**src/rtl/ntt_pkg.sv**
```systemverilog
// Shared types and helpers for the iterative NTT engine: FSM state encoding,
// log2(N)-derived width constants and the bit-reversal permutation.
package ntt_pkg;

  // FSM states of the engine
  typedef enum logic [2:0] {
    ST_IDLE    = 3'd0,
    ST_LOAD    = 3'd1,
    ST_COMPUTE = 3'd2,
    ST_DRAIN   = 3'd3,
    ST_UNLOAD  = 3'd4
  } ntt_state_e;

  // Default transform size and coefficient width
  localparam int NTT_N_DEF = 8;
  localparam int NTT_W_DEF = 8;

  // Widths derived from log2(N) for the default size
  localparam int NTT_LOGN_DEF    = $clog2(NTT_N_DEF);
  localparam int NTT_STAGE_W_DEF = (NTT_LOGN_DEF > 1) ? $clog2(NTT_LOGN_DEF) : 1;

  // Number of butterfly stages (also the element index width) for size n
  function automatic int ntt_logn(input int n);
    return $clog2(n);
  endfunction

  // Width of the stage counter for size n (at least one bit)
  function automatic int ntt_stage_w(input int n);
    int logn;
    logn = $clog2(n);
    return (logn > 1) ? $clog2(logn) : 1;
  endfunction

  // Reverse the low nbits of v; upper result bits are zero
  function automatic logic [31:0] bitrev(input logic [31:0] v, input int nbits);
    logic [31:0] r;
    logic [31:0] t;
    r = 32'd0;
    t = v;
    for (int j = 0; j < 32; j++) begin
      r = (j < nbits) ? {r[30:0], t[0]} : r;
      t = (j < nbits) ? (t >> 1) : t;
    end
    return r;
  endfunction

endpackage

```
**src/rtl/ntt_bf_unit.sv**
```systemverilog
// Two-stage pipelined modular butterfly: lo = (a + w*b) mod q,
// hi = (a - w*b) mod q. Inputs a and b must already be reduced below q.
module ntt_bf_unit #(
  parameter int W = 8
) (
  input  logic         clk,
  input  logic         rst_n,
  input  logic [W-1:0] a_i,
  input  logic [W-1:0] b_i,
  input  logic [W-1:0] w_i,
  input  logic [W-1:0] q_i,
  output logic [W-1:0] lo_o,
  output logic [W-1:0] hi_o
);

  logic [2*W-1:0] prod_s;
  logic [W-1:0]   pm_s;
  logic [W-1:0]   a_q, pm_q, q_q;
  logic [2*W-1:0] sum_s;
  logic [2*W-1:0] dif_s;
  logic [W-1:0]   lo_d, hi_d;
  logic [W-1:0]   lo_q, hi_q;

  // Stage 1: full-width product of twiddle and b, reduced mod q
  always_comb begin
    prod_s = (2*W)'(w_i) * (2*W)'(b_i);
    pm_s   = W'(prod_s % (2*W)'(q_i));
  end

  // Stage 1 pipeline register
  always_ff @(posedge clk or negedge rst_n) begin
    if (!rst_n) begin
      a_q  <= {W{1'b0}};
      pm_q <= {W{1'b0}};
      q_q  <= {W{1'b0}};
    end else begin
      a_q  <= a_i;
      pm_q <= pm_s;
      q_q  <= q_i;
    end
  end

  // Stage 2: modular add and subtract with single conditional correction
  always_comb begin
    sum_s = (2*W)'(a_q) + (2*W)'(pm_q);
    if (sum_s >= (2*W)'(q_q)) begin
      lo_d = W'(sum_s - (2*W)'(q_q));
    end else begin
      lo_d = W'(sum_s);
    end
    if (a_q >= pm_q) begin
      dif_s = (2*W)'(a_q) - (2*W)'(pm_q);
    end else begin
      dif_s = (2*W)'(a_q) + (2*W)'(q_q) - (2*W)'(pm_q);
    end
    hi_d = W'(dif_s);
  end

  // Stage 2 output register
  always_ff @(posedge clk or negedge rst_n) begin
    if (!rst_n) begin
      lo_q <= {W{1'b0}};
      hi_q <= {W{1'b0}};
    end else begin
      lo_q <= lo_d;
      hi_q <= hi_d;
    end
  end

  assign lo_o = lo_q;
  assign hi_o = hi_q;

endmodule

```
**src/rtl/ntt_iter_engine.sv**
```systemverilog
// Iterative in-place radix-2 DIT number-theoretic transform. Coefficients are
// streamed in natural order into a bit-reversed buffer, transformed one
// butterfly per cycle, and streamed back out in natural order.
module ntt_iter_engine
  import ntt_pkg::*;
#(
  parameter int N = NTT_N_DEF,
  parameter int W = NTT_W_DEF
) (
  input  logic                  clk,
  input  logic                  rst_n,
  input  logic [W-1:0]          mod,
  input  logic [N/2-1:0][W-1:0] omegas,
  input  logic [W-1:0]          in_data,
  input  logic                  in_valid,
  output logic                  in_ready,
  output logic [W-1:0]          out_data,
  output logic                  out_valid,
  input  logic                  out_ready,
  output logic                  out_last,
  output logic                  busy
);

  localparam int LOGN = ntt_logn(N);
  localparam int CW   = LOGN;
  localparam int SW   = ntt_stage_w(N);
  localparam int HALF = N / 2;

  ntt_state_e state_q, state_d;

  logic [CW-1:0]          cnt_q, cnt_d;
  logic [SW-1:0]          stage_q, stage_d;
  logic                   drain_q, drain_d;
  logic [W-1:0]           mod_q, mod_d;
  logic [HALF-1:0][W-1:0] omg_q, omg_d;
  logic [W-1:0]           buf_q [N];
  logic [W-1:0]           buf_d [N];
  logic [W-1:0]           out_data_q, out_data_d;
  logic                   out_valid_q, out_valid_d;
  logic                   out_last_q, out_last_d;

  // Butterfly write-back pipeline, aligned with the 2-cycle unit latency
  logic                   v1_q, v2_q;
  logic [CW-1:0]          i1_q, j1_q, i2_q, j2_q;

  logic                   in_ready_s, busy_s;
  logic                   accept_in_s, accept_out_s;
  logic                   issue_s, last_stage_s;
  logic [W-1:0]           q_in_s, red_s;
  logic [CW-1:0]          load_idx_s;
  logic [CW-1:0]          h_s, k_s, i_s, j_s, tw_idx_s;
  logic [W-1:0]           a_s, b_s, w_s;
  logic [W-1:0]           lo_s, hi_s;

  // Handshakes, input reduction and butterfly address generation
  always_comb begin
    accept_in_s  = in_valid && in_ready_s;
    accept_out_s = out_valid_q && out_ready;
    issue_s      = (state_q == ST_COMPUTE);
    last_stage_s = (stage_q == SW'(LOGN - 1));
    // The first beat arrives before the modulus is captured
    q_in_s       = (state_q == ST_IDLE) ? mod : mod_q;
    red_s        = in_data % q_in_s;
    load_idx_s   = CW'(bitrev(32'(cnt_q), LOGN));
    h_s          = CW'(1) << stage_q;
    k_s          = cnt_q & (h_s - CW'(1));
    i_s          = (((cnt_q >> stage_q) << stage_q) << 1) + k_s;
    j_s          = i_s + h_s;
    tw_idx_s     = k_s << (SW'(LOGN - 1) - stage_q);
    a_s          = buf_q[i_s];
    b_s          = buf_q[j_s];
    w_s          = {W{1'b0}};
    for (int t = 0; t < HALF; t++) begin
      w_s = (tw_idx_s == CW'(t)) ? omg_q[t] : w_s;
    end
  end

  ntt_bf_unit #(.W(W)) u_bf (
    .clk  (clk),
    .rst_n(rst_n),
    .a_i  (a_s),
    .b_i  (b_s),
    .w_i  (w_s),
    .q_i  (mod_q),
    .lo_o (lo_s),
    .hi_o (hi_s)
  );

  // Next buffer contents: load writes and butterfly write-back never overlap
  always_comb begin
    for (int t = 0; t < N; t++) begin
      buf_d[t] = buf_q[t];
    end
    if (accept_in_s) begin
      buf_d[load_idx_s] = red_s;
    end else if (v2_q) begin
      buf_d[i2_q] = lo_s;
      buf_d[j2_q] = hi_s;
    end else begin
      buf_d[0] = buf_q[0];
    end
  end

  // State register
  always_ff @(posedge clk or negedge rst_n) begin
    if (!rst_n) begin
      state_q <= ST_IDLE;
    end else begin
      state_q <= state_d;
    end
  end

  // Next-state logic
  always_comb begin
    state_d = state_q;
    case (state_q)
      ST_IDLE: begin
        if (accept_in_s) state_d = ST_LOAD;
        else             state_d = ST_IDLE;
      end
      ST_LOAD: begin
        if (accept_in_s && (cnt_q == CW'(N - 1))) state_d = ST_COMPUTE;
        else                                      state_d = ST_LOAD;
      end
      ST_COMPUTE: begin
        if (cnt_q == CW'(HALF - 1)) state_d = ST_DRAIN;
        else                        state_d = ST_COMPUTE;
      end
      ST_DRAIN: begin
        if (drain_q && last_stage_s) state_d = ST_UNLOAD;
        else if (drain_q)            state_d = ST_COMPUTE;
        else                         state_d = ST_DRAIN;
      end
      ST_UNLOAD: begin
        if (accept_out_s && out_last_q) state_d = ST_IDLE;
        else                            state_d = ST_UNLOAD;
      end
      default: state_d = ST_IDLE;
    endcase
  end

  // State-decoded outputs
  always_comb begin
    in_ready_s = (state_q == ST_IDLE) || (state_q == ST_LOAD);
    busy_s     = (state_q != ST_IDLE);
  end

  // Counters, operand capture and registered output stream
  always_comb begin
    cnt_d       = cnt_q;
    stage_d     = stage_q;
    drain_d     = drain_q;
    mod_d       = mod_q;
    omg_d       = omg_q;
    out_data_d  = out_data_q;
    out_valid_d = out_valid_q;
    out_last_d  = out_last_q;
    case (state_q)
      ST_IDLE: begin
        stage_d = SW'(0);
        drain_d = 1'b0;
        if (accept_in_s) begin
          mod_d = mod;
          omg_d = omegas;
          cnt_d = CW'(1);
        end else begin
          cnt_d = CW'(0);
        end
      end
      ST_LOAD: begin
        if (accept_in_s && (cnt_q == CW'(N - 1))) cnt_d = CW'(0);
        else if (accept_in_s)                     cnt_d = cnt_q + CW'(1);
        else                                      cnt_d = cnt_q;
      end
      ST_COMPUTE: begin
        if (cnt_q == CW'(HALF - 1)) begin
          cnt_d   = CW'(0);
          drain_d = 1'b0;
        end else begin
          cnt_d = cnt_q + CW'(1);
        end
      end
      ST_DRAIN: begin
        if (drain_q && last_stage_s) begin
          drain_d     = 1'b0;
          stage_d     = SW'(0);
          cnt_d       = CW'(0);
          out_valid_d = 1'b1;
          // buf_d forwards a write landing on this same edge
          out_data_d  = buf_d[0];
          out_last_d  = 1'b0;
        end else if (drain_q) begin
          drain_d = 1'b0;
          stage_d = stage_q + SW'(1);
        end else begin
          drain_d = 1'b1;
        end
      end
      ST_UNLOAD: begin
        if (accept_out_s && out_last_q) begin
          out_valid_d = 1'b0;
          out_last_d  = 1'b0;
          cnt_d       = CW'(0);
        end else if (accept_out_s) begin
          cnt_d      = cnt_q + CW'(1);
          out_data_d = buf_q[cnt_q + CW'(1)];
          out_last_d = ((cnt_q + CW'(1)) == CW'(N - 1));
        end else begin
          cnt_d = cnt_q;
        end
      end
      default: begin
        cnt_d       = CW'(0);
        out_valid_d = 1'b0;
        out_last_d  = 1'b0;
      end
    endcase
  end

  // Datapath registers
  always_ff @(posedge clk or negedge rst_n) begin
    if (!rst_n) begin
      cnt_q       <= CW'(0);
      stage_q     <= SW'(0);
      drain_q     <= 1'b0;
      mod_q       <= {W{1'b0}};
      omg_q       <= {(HALF*W){1'b0}};
      out_data_q  <= {W{1'b0}};
      out_valid_q <= 1'b0;
      out_last_q  <= 1'b0;
    end else begin
      cnt_q       <= cnt_d;
      stage_q     <= stage_d;
      drain_q     <= drain_d;
      mod_q       <= mod_d;
      omg_q       <= omg_d;
      out_data_q  <= out_data_d;
      out_valid_q <= out_valid_d;
      out_last_q  <= out_last_d;
    end
  end

  // Write-back index pipeline; reset drops any butterfly in flight
  always_ff @(posedge clk or negedge rst_n) begin
    if (!rst_n) begin
      v1_q <= 1'b0;
      v2_q <= 1'b0;
      i1_q <= CW'(0);
      j1_q <= CW'(0);
      i2_q <= CW'(0);
      j2_q <= CW'(0);
    end else begin
      v1_q <= issue_s;
      v2_q <= v1_q;
      i1_q <= i_s;
      j1_q <= j_s;
      i2_q <= i1_q;
      j2_q <= j1_q;
    end
  end

  // Coefficient buffer; contents are fully rewritten by every load
  always_ff @(posedge clk) begin
    for (int t = 0; t < N; t++) begin
      buf_q[t] <= buf_d[t];
    end
  end

  assign in_ready  = in_ready_s;
  assign busy      = busy_s;
  assign out_data  = out_data_q;
  assign out_valid = out_valid_q;
  assign out_last  = out_last_q;

endmodule

```
**config.mk**
```make
export PLATFORM = sky130hd
export DESIGN_NAME = ntt_iter_engine
export DESIGN_NICKNAME = d
export VERILOG_FILES = /design/src/rtl/ntt_pkg.sv /design/src/rtl/ntt_bf_unit.sv /design/src/rtl/ntt_iter_engine.sv
export SDC_FILE = /design/constraint.sdc
export NUM_CORES = 1
export LEC_CHECK = 0
export CAP_MARGIN = 20
export CORE_MARGIN = 2
export CORE_UTILIZATION = 55
export DETAILED_ROUTE_END_ITERATION = 6
export PLACE_DENSITY = 0.73
export SYNTH_ARGS = -nofsm -noshare
export SYNTH_HDL_FRONTEND = slang
export SYNTH_SLANG_ARGS = --single-unit
```
**constraint.sdc**
```tcl
create_clock -name clk -period 79.8 [get_ports clk]
set_input_delay 23.94 -clock clk [delete_from_list [all_inputs] [get_ports clk]]
set_output_delay 23.94 -clock clk [all_outputs]
set_load 0.005 [all_outputs]
```
# Word-level counts from Yosys, hierarchy flattened
# Memories as Yosys holds them, arrays and structs flattened. A register that Yosys moved wholly into a read port is not among the register bits.
# Index checks and enable logic that the tools add are counted.
[word_totals] mem_bits_ro=0 ff_bits=105 n_memories=1 ramBits=64 inputBits=52 latch_bits=0
[memory_table] memory="buf_q" depth=8 word_bits=8 rd=11 rd_clocked_by_memory_dff=1 wr=8 line_no="ntt_iter_engine.sv:36" rtl="logic [W-1:0] buf_q [N];"
[op_classes] bitwise_logic=5 order_cmp=8 n_div=2 add_sub_neg=11 multipliers=1 n_eq_ne=19 n_mux=51 n_shift=4 n_reduce_logical=24
[op_table] operator="64-bit bitwise mux" count=3
[op_table] operator="8-bit 2-to-1 mux" count=14
[op_table] operator="8-bit demux with 3-bit select" count=3
[op_table] operator="64-bit 2-to-1 mux" count=1
[op_table] operator="56-bit 2-to-1 mux" count=1
[op_table] operator="3-bit case mux with 5 select lines" count=2
[op_table] operator="3-bit 2-to-1 mux" count=8
[op_table] operator="8-bit subtractor" count=3
[op_table] operator="16-bit by 8-bit modulo with 16-bit output" count=1
[op_table] operator="8-bit by 8-bit multiplier with 16-bit output" count=1
[op_table] operator="8-bit case mux with 2 select lines" count=1
[op_table] operator="3-bit by 2-bit equality test with 1-bit output (second input constant)" count=5
[op_table] operator="4-bit greater-or-equal comparator (second input constant)" count=3
[op_table] operator="4-bit by 1-bit less-than comparator with 1-bit output (second input constant)" count=3
[op_table] operator="3-bit inverter with 4-bit output" count=3
[op_table] operator="1-bit 2-to-1 mux" count=11
[op_table] operator="8-bit by 8-bit adder with 9-bit output" count=1
[op_table] operator="3-bit equality test (second input constant)" count=3
[op_table] operator="9-bit by 8-bit greater-or-equal comparator with 1-bit output" count=1
[op_table] operator="3-bit != test (second input constant)" count=3
[op_table] operator="1-bit case mux with 3 select lines" count=3
[op_table] operator="3-bit AND reduction" count=3
[op_table] operator="8-bit adder" count=1
[op_table] operator="8-bit greater-or-equal comparator" count=1
[op_table] operator="27 further kinds" count=46

# Depth between registers and ports, before layout
# Gate-level depths: netlist of the first run.
[logic_depth] word_depth=11 ltp_mapped=168 ltp_nobuf=163

# Hierarchy
# From an unflattened synthesis of the first run, not the netlist that was laid out.
[hier_totals] cells_unflattened=2413 hier_area_um2=21127.8
[modules_own_cells] module="ntt_iter_engine" cells_per_inst=1087 n_inst=1 area_each_um2=10600.2 seq_area_each_um2=3668.5
[modules_own_cells] module="ntt_bf_unit" cells_per_inst=1326 n_inst=1 area_each_um2=10527.6 seq_area_each_um2=1001.0

# Worst setup path before layout of the first run
# OpenSTA, ideal clock, no wires.
[synth_path] path_type="input-to-reg" startpoint="input mod[4]" endpoint="register out_data_q[0] (netlist: out_data[0])" setup_slack_ns=42.978 path_stages=62 setup_ns=0.131 t_arrival_ns=36.691 cell_sequence="or4_1 -> nor3_1 -> a31o_2 -> and2_1 -> clkbuf_1 -> a31oi_1 -> a31oi_1 -> ha_1 -> or4b_2 -> nand2_1 -> a21o_1 -> inv_1 -> ha_1 -> nor2b_1 -> o21ai_0 -> mux2_2 -> ha_1 -> o21a_1 -> [26 not listed] -> o21ai_0 -> clkbuf_1 -> o21ai_0 -> ha_1 -> nor2b_1 -> o21ai_0 -> nand2b_1 -> a21o_1 -> a21o_1 -> o21a_1 -> o21ai_0 -> nand2b_1 -> clkbuf_1 -> clkbuf_1 -> o21ai_1 -> a21oi_1 -> o211ai_1 -> o21ai_0"
[synth_lines] item="from (decl)" line_no="ntt_iter_engine.sv:12" rtl="input logic [W-1:0] mod,"
[synth_lines] item="to (signal assigned)" line_no="ntt_iter_engine.sv:228" rtl="out_data_q <= {W{1'b0}};"
[synth_lines] item="to (signal assigned)" line_no="ntt_iter_engine.sv:237" rtl="out_data_q <= out_data_d;"
[synth_lines] item="to (decl)" line_no="ntt_iter_engine.sv:38" rtl="logic [W-1:0] out_data_q, out_data_d;"

# Worst setup path in the final report of the first run
[layout_path] startpoint="register stage_q[0]" endpoint="register u_bf.pm_q[1]"
[layout_between] elab_cells_between_ends=20 cone_classes="add/sub: 4; mul: 1; div: 1; eq/ne: 3; shift: 4; mux: 4; bitwise: 1; reduce/logical: 1; memory: 1"
[layout_lines] item="from (decl)" line_no="ntt_iter_engine.sv:32" rtl="logic [SW-1:0] stage_q, stage_d;"
[layout_lines] item="from (signal assigned)" line_no="ntt_iter_engine.sv:233" rtl="stage_q <= stage_d;"
[layout_lines] item="1-bit by 2-bit left shift with 3-bit output" line_no="ntt_iter_engine.sv:65" rtl="h_s = CW'(1) << stage_q;"
[layout_lines] item="3-bit by 1-bit subtractor with 3-bit output" line_no="ntt_iter_engine.sv:66" rtl="k_s = cnt_q & (h_s - CW'(1));"
[layout_lines] item="3-bit bitwise AND" line_no="ntt_iter_engine.sv:66"
[layout_lines] item="3-bit adder (*)" line_no="ntt_iter_engine.sv:67" rtl="i_s = (((cnt_q >> stage_q) << stage_q) << 1) + k_s;"
[layout_lines] item="net i_s[1]" line_no="ntt_iter_engine.sv:51" rtl="logic [CW-1:0] h_s, k_s, i_s, j_s, tw_idx_s;"
[layout_lines] item="3-bit adder (*)" line_no="ntt_iter_engine.sv:68" rtl="j_s = i_s + h_s;"
[layout_lines] item="memory 8 x 8 bit (*)"
[layout_lines] item="8-bit by 8-bit multiplier with 16-bit output (*)" line_no="ntt_bf_unit.sv:26" rtl="prod_s = (2*W)'(w_i) * (2*W)'(b_i);"
[layout_lines] item="16-bit by 8-bit modulo with 16-bit output (*)" line_no="ntt_bf_unit.sv:27" rtl="pm_s = W'(prod_s % (2*W)'(q_i));"
[layout_lines] item="net u_bf.pm_s[1]" line_no="ntt_bf_unit.sv:17" rtl="logic [W-1:0] pm_s;"
[layout_lines] item="to (signal assigned)" line_no="ntt_bf_unit.sv:34" rtl="pm_q <= {W{1'b0}};"
[layout_lines] item="to (signal assigned)" line_no="ntt_bf_unit.sv:38" rtl="pm_q <= pm_s;"
[layout_lines] item="to (decl)" line_no="ntt_bf_unit.sv:18" rtl="logic [W-1:0] a_q, pm_q, q_q;"
# The timed path passes the listed nets; every way through them passes the cells marked *.
# A chain may end at the register's enable or synchronous reset.

==> flow_metrics.tcl, run 1 <==
set metrics [dict create \
    status "complete, but fails checks" \
    drtIter0Drc 1601 \
    die_area_sq_um 37500 \
    required_ns 80.14 \
    gp_congestion 0.944 \
    setup_tns_ns 0 \
    cp_slowest_cell "a2111oi_0" \
    min_period_over_period_pct 48.8 \
    initial_core_util_pct 55.8 \
    grt_pass1_wl_um 91200 \
    final_antenna_net_count 0 \
    path_max_fanout 16 \
    dieWidth_um 194 \
    antenna_found_initial 2 \
    worst_pin_slew_ns 1.29 \
    synthArstFlopShare_pct 63.8 \
    area_growth_pct 8.78 \
    ctsResizeCount 0 \
    grt_max_degree 71 \
    max_freq_ghz 0.0257 \
    chipHeight_um 194 \
    wl_um 57500 \
    vias_per_cell 6.55 \
    hpwl_um 43600 \
    finalCriticalPeriod_ns 38.96 \
    drive_above_1_share_pct 11.4 \
    insertion_delay_ns 0.46 \
    gr-usage-all-layers_pct 30.5 \
    crit_start "stage_q[0]" \
    synth.most_common_cell "ha_1" \
    synth_area_per_cell_sq_um 9.01 \
    crit_arrival_ns 39.30 \
    crit_buf_inv 7 \
    synth_area_sq_um 19800 \
    path_class "flop to flop" \
    cap_viol_max_count 0 \
    hp-class "flop to flop" \
    ys_top_cells_by_count "218 x ha_1, 184 x nor2_1, 166 x nand2_1" \
    clockBufferDepth 2 \
    ys_seq_area_share_pct 23.6 \
    synth_seq_cells 177 \
    core-area_sq_um 35500 \
    netlist.area_leader.share_pct 14.3 \
    grt_pass1_vias 17300 \
    synth_cell_types 108 \
    cts-root-buf "clkbuf_16" \
    cpPeakStageDelay_ns 0.76 \
    hold_violations 0 \
    maxSlewHeadroom_pct 14.0 \
    synth_edf_count 56 \
    synthCells 2197 \
    setup_viol 0 \
    numClockSinks 177 \
    startpoint_type "flop" \
    ys.flop_type "dfrtp_1" \
    wl_per_cell_um 21.3 \
    path_clk_slew_ns 0.07 \
    hold_buffers 0 \
    hp-start "j1_q[0]" \
    syn_nets 2516 \
    io_buffers 63 \
    gr-total-overflow 0 \
    drv_slew 0 \
    drcViolationCount 5 \
    synthTopCellsByArea "dfrtp_1 14%, ha_1 14%, edfxtp_1 8.5%, mux4_2 5.5%, fa_1 5.0%" \
    cts_buffers 17 \
    dr_total_vias 17700 \
    io_pins 64 \
    regToRegSetupSlack_ns 40.84 \
    end_kind "flop" \
    h-tree-depth 4 \
    path_common_cell "o21a_1" \
    finalNetCount 2545 \
    post_cts_buffers 0 \
    violations "DRC" \
    crit_family "compound AO/OA/AOI/OAI gates" \
    cts_tree "done" \
    yosysTopAreaCell "dfrtp_1" \
    r2r-start "stage_q[0]" \
    ys_warn_count 0 \
    rsz0062_at_grt "false" \
    drtPass1Iterations 7 \
    fp-row-count 69 \
    fin_skew_ns 0.0175 \
]
## cell type report
| class | count | area, sq um |
|---|---|---|
| Multi-Input combinational cell | 1767 | 14200 |
| Fill cell | 3026 | 13900 |
| Sequential cell | 177 | 4670 |
| Timing Repair Buffer | 100 | 913 |
| Inverter | 163 | 612 |
| Tap cell | 461 | 577 |
| Clock buffer | 20 | 458 |
| Clock inverter | 12 | 114 |
| Antenna cell | 1 | 2.50 |
## state kept, by name, summed over array words and instances, names as in the netlist, 8 cells and up
register   count
u_bf.pm_q      8
u_bf.hi_o      8
out_data       8
mod_q          8
u_bf.a_q       8
u_bf.lo_o      8
buf_q         64
u_bf.q_q       8
omg_q         32
## kinds of logic (layout without fill, tap and decap cells)
logic type,Yosys count,count (layout),share of synthesized area [%]
buf+inv,253,295,4.89
fa+ha+maj,267,267,18.7
simple gates,615,615,15.0
other cells,1,2,0.0189
flops,177,177,23.6
mux,178,178,12.6
xor+xnor,88,88,3.97
compound gates,618,618,21.2
## metrics by stage
step	instances	hold slack [ns]	util, %	cell area, sq um	setup slack [ns]
2_1_floorplan	2197	0.331	-	19800	42.98
3_3_place_gp	2665	0.333	59.0	20900	40.70
3_5_place_dp	2665	0.336	59.0	20900	40.61
4_1_cts	2697	0.348	60.6	21500	40.88
5_1_grt	2701	0.358	60.7	21500	38.02
6_report	2701	0.347	60.7	21500	40.84
## cell usage in the layout, fill, tap and decap left out, drive strengths merged, types with 27 or more instances in the layout
| cell | n |
|---|---|
| nand2 | 167 |
| o21a | 68 |
| nor2 | 184 |
| a21o | 49 |
| nand3 | 30 |
| o21ai | 123 |
| edfxtp | 56 |
| xor2 | 27 |
| mux2 | 88 |
| mux2i | 42 |
| ha | 218 |
| dfrtp | 113 |
| buf | 37 |
| xnor2 | 61 |
| a21oi | 108 |
| nor3 | 79 |
| fa | 49 |
| a22oi | 60 |
| mux4 | 48 |
| inv | 170 |
| o22ai | 61 |
| clkdlybuf4s50 | 62 |
## routing by layer
| metal | GRT usage, % | share of wire [%] |
|---|---|---|
| met1 | 38.6 | 40 |
| met2 | 50.7 | 47 |
| met3 | 4.59 | 7.8 |
| met4 | 15.7 | 5.4 |
| met5 | 0 | 0.023 |
## worst paths after layout
check                           depth (start not counted)           end
worst max-delay path                                  157  u_bf.pm_q[1]
worst min register to register                          0       j2_q[0]
max in group asynchronous                               2   u_bf.q_q[1]
worst min-delay path                                    0       j2_q[0]
min in group asynchronous                               1   out_data[7]
worst max register to register                        157  u_bf.pm_q[1]
Power of run 1 is not shown: default switching activity piles up to over one toggle a cycle in this logic, so the estimate is an artifact.
==> run 2, diff against run 1 <==
==> constraint.sdc (replaced) <==
create_clock -name clk -period 36.4 [get_ports clk]
set_input_delay 10.92 -clock clk [delete_from_list [all_inputs] [get_ports clk]]
set_output_delay 10.92 -clock clk [all_outputs]
set_load 0.005 [all_outputs]
==> run 2 against run 1 <==
Effect of this change: final area rose by 1.6%; setup slack got worse by 39 ns; critical endpoint unchanged; fmax is 13% higher; critical path type unchanged; global-route usage decreased by 0.53 points; highest routed layer unchanged; utilization rose by 0.96 points; register-to-register slack lost 39 ns; clock skew fell by 0.0010 ns; first-iteration DRC count grew 18%; final cell count grew 0.67%; the run still ends with DRC left; routed wire length shrank 0.93%.
==> flow_metrics.tcl, run 2 (synthesis results as in run 1) <==
set metrics [dict create \
    finalNetCount 2564 \
    post-place-ws_ns -0.260 \
    setup_tns_ns 0 \
    grt_max_degree 71 \
    r2r-start "stage_q[0]" \
    die_area_sq_um 37500 \
    crit_start "stage_q[0]" \
    reg2reg_to "u_bf.pm_q[1]" \
    path_common_cell "o21a_1" \
    drv_slew 0 \
    drtPass1Iterations 7 \
    io_pins 64 \
    final_antenna_net_count 0 \
    chipHeight_um 194 \
    finalCriticalPeriod_ns 34.40 \
    cpPeakStageDelay_ns 0.57 \
    end_kind "flop" \
    crit_buf_inv 11 \
    whs_ns 0.354 \
    max_freq_ghz 0.0291 \
    grt_pass1_wl_um 90800 \
    grt_pass1_vias 16700 \
    antenna_found_initial 1 \
    drtIter0Drc 1892 \
    h-tree-depth 4 \
    worst_pin_slew_ns 1.33 \
    dieWidth_um 194 \
    largest_reg_flops 64 \
    clockBufferDepth 2 \
    cp_num_cells 154 \
    cts_buffers 17 \
    endpoint "u_bf.pm_q[1]" \
    path_class "flop to flop" \
    path_clk_slew_ns 0.08 \
    reg_top3 "buf_q: 64 flops, omg_q: 32 flops" \
    wl_per_cell_um 21.0 \
    cap_viol_max_count 0 \
    core-area_sq_um 35500 \
    wl_um 57000 \
    cp_slowest_cell "or4_1" \
    fillCellCount 2962 \
    dr_total_vias 17500 \
    required_ns 36.74 \
    gp_congestion 0.954 \
    multi_input_area_sq_um 14400 \
    area_growth_pct 10.5 \
    final_cell_mix "217 x ha_1, 180 x nor2_1, 164 x nand2_1" \
    regToRegSetupSlack_ns 2.00 \
    hold_buffers 0 \
    regMostFlops "buf_q" \
    crit_arrival_ns 34.73 \
    path_max_fanout 15 \
    hpwl_um 44500 \
    cts-root-buf "clkbuf_16" \
    min_period_over_period_pct 94.5 \
    fp-row-count 69 \
    status "complete, but fails checks" \
    insertion_delay_ns 0.45 \
    drive_above_1_share_pct 13.7 \
    fin_skew_ns 0.0165 \
    setup_viol 0 \
    r2r.worst_path.cells 154 \
    drcViolationCount 1 \
    hp-class "flop to flop" \
    gr-total-overflow 0 \
    antenna_cells 0 \
    io_buffers 63 \
    startpoint_type "flop" \
    initial_core_util_pct 55.8 \
    setup_slack_ns 2.00 \
    final_common_cell "ha_1" \
    gr-usage-all-layers_pct 30.0 \
    violations "DRC" \
    crit_family "compound AO/OA/AOI/OAI gates" \
    numClockSinks 177 \
    cts_tree "done" \
    vias_per_cell 6.43 \
    maxSlewHeadroom_pct 11.5 \
    hold_violations 0 \
    seq_area_sq_um 4670 \
]
run 2: metrics by stage:
step | instances | utilization (%) | area [sq um]
2_1_floorplan | 2197 | - | 19800
3_3_place_gp | 2670 | 59.1 | 21000
3_5_place_dp | 2670 | 59.1 | 21000
4_1_cts | 2703 | 60.8 | 21600
5_1_grt | 2719 | 61.7 | 21900
6_report | 2719 | 61.7 | 21900
run 2: repair_timing:
action / in CTS / in global routing
pin swaps: 1 / 5
gates cloned: 0 / 1
buffers inserted: 1 / 13
endpoints found under the setup margin: 8 / 8
gates resized for setup: 4 / 46
run 2: routing by layer:
layer  share of wire [%]  GRT usage, %
met3                 9.3          5.32
met1                  42          41.1
met5               0.016             0
met2                  46          48.5
met4                 2.6          8.91
run 2: area by class of cell:
| type | count | area share, % |
|---|---|---|
| Tap cell | 461 | 2.64 |
| Timing Repair Buffer | 119 | 4.82 |
| Clock buffer | 17 | 1.94 |
| Multi-Input combinational cell | 1767 | 65.6 |
| Inverter | 163 | 2.81 |
| Sequential cell | 177 | 21.4 |
| Clock inverter | 15 | 0.841 |
run 2: worst min path at each step:
stage	depth (start not counted)	endpoint	startpoint	slack, ns
after floorplan	0	i2_q[0]	i1_q[0]	0.33
after global placement	0	j2_q[1]	j1_q[1]	0.33
after detailed placement	0	i2_q[2]	i1_q[2]	0.34
after CTS	0	j2_q[0]	j1_q[0]	0.35
after global routing	0	j2_q[1]	j1_q[1]	0.36
final	0	j2_q[0]	j1_q[0]	0.35
Power of run 2 is left out for the same reason.
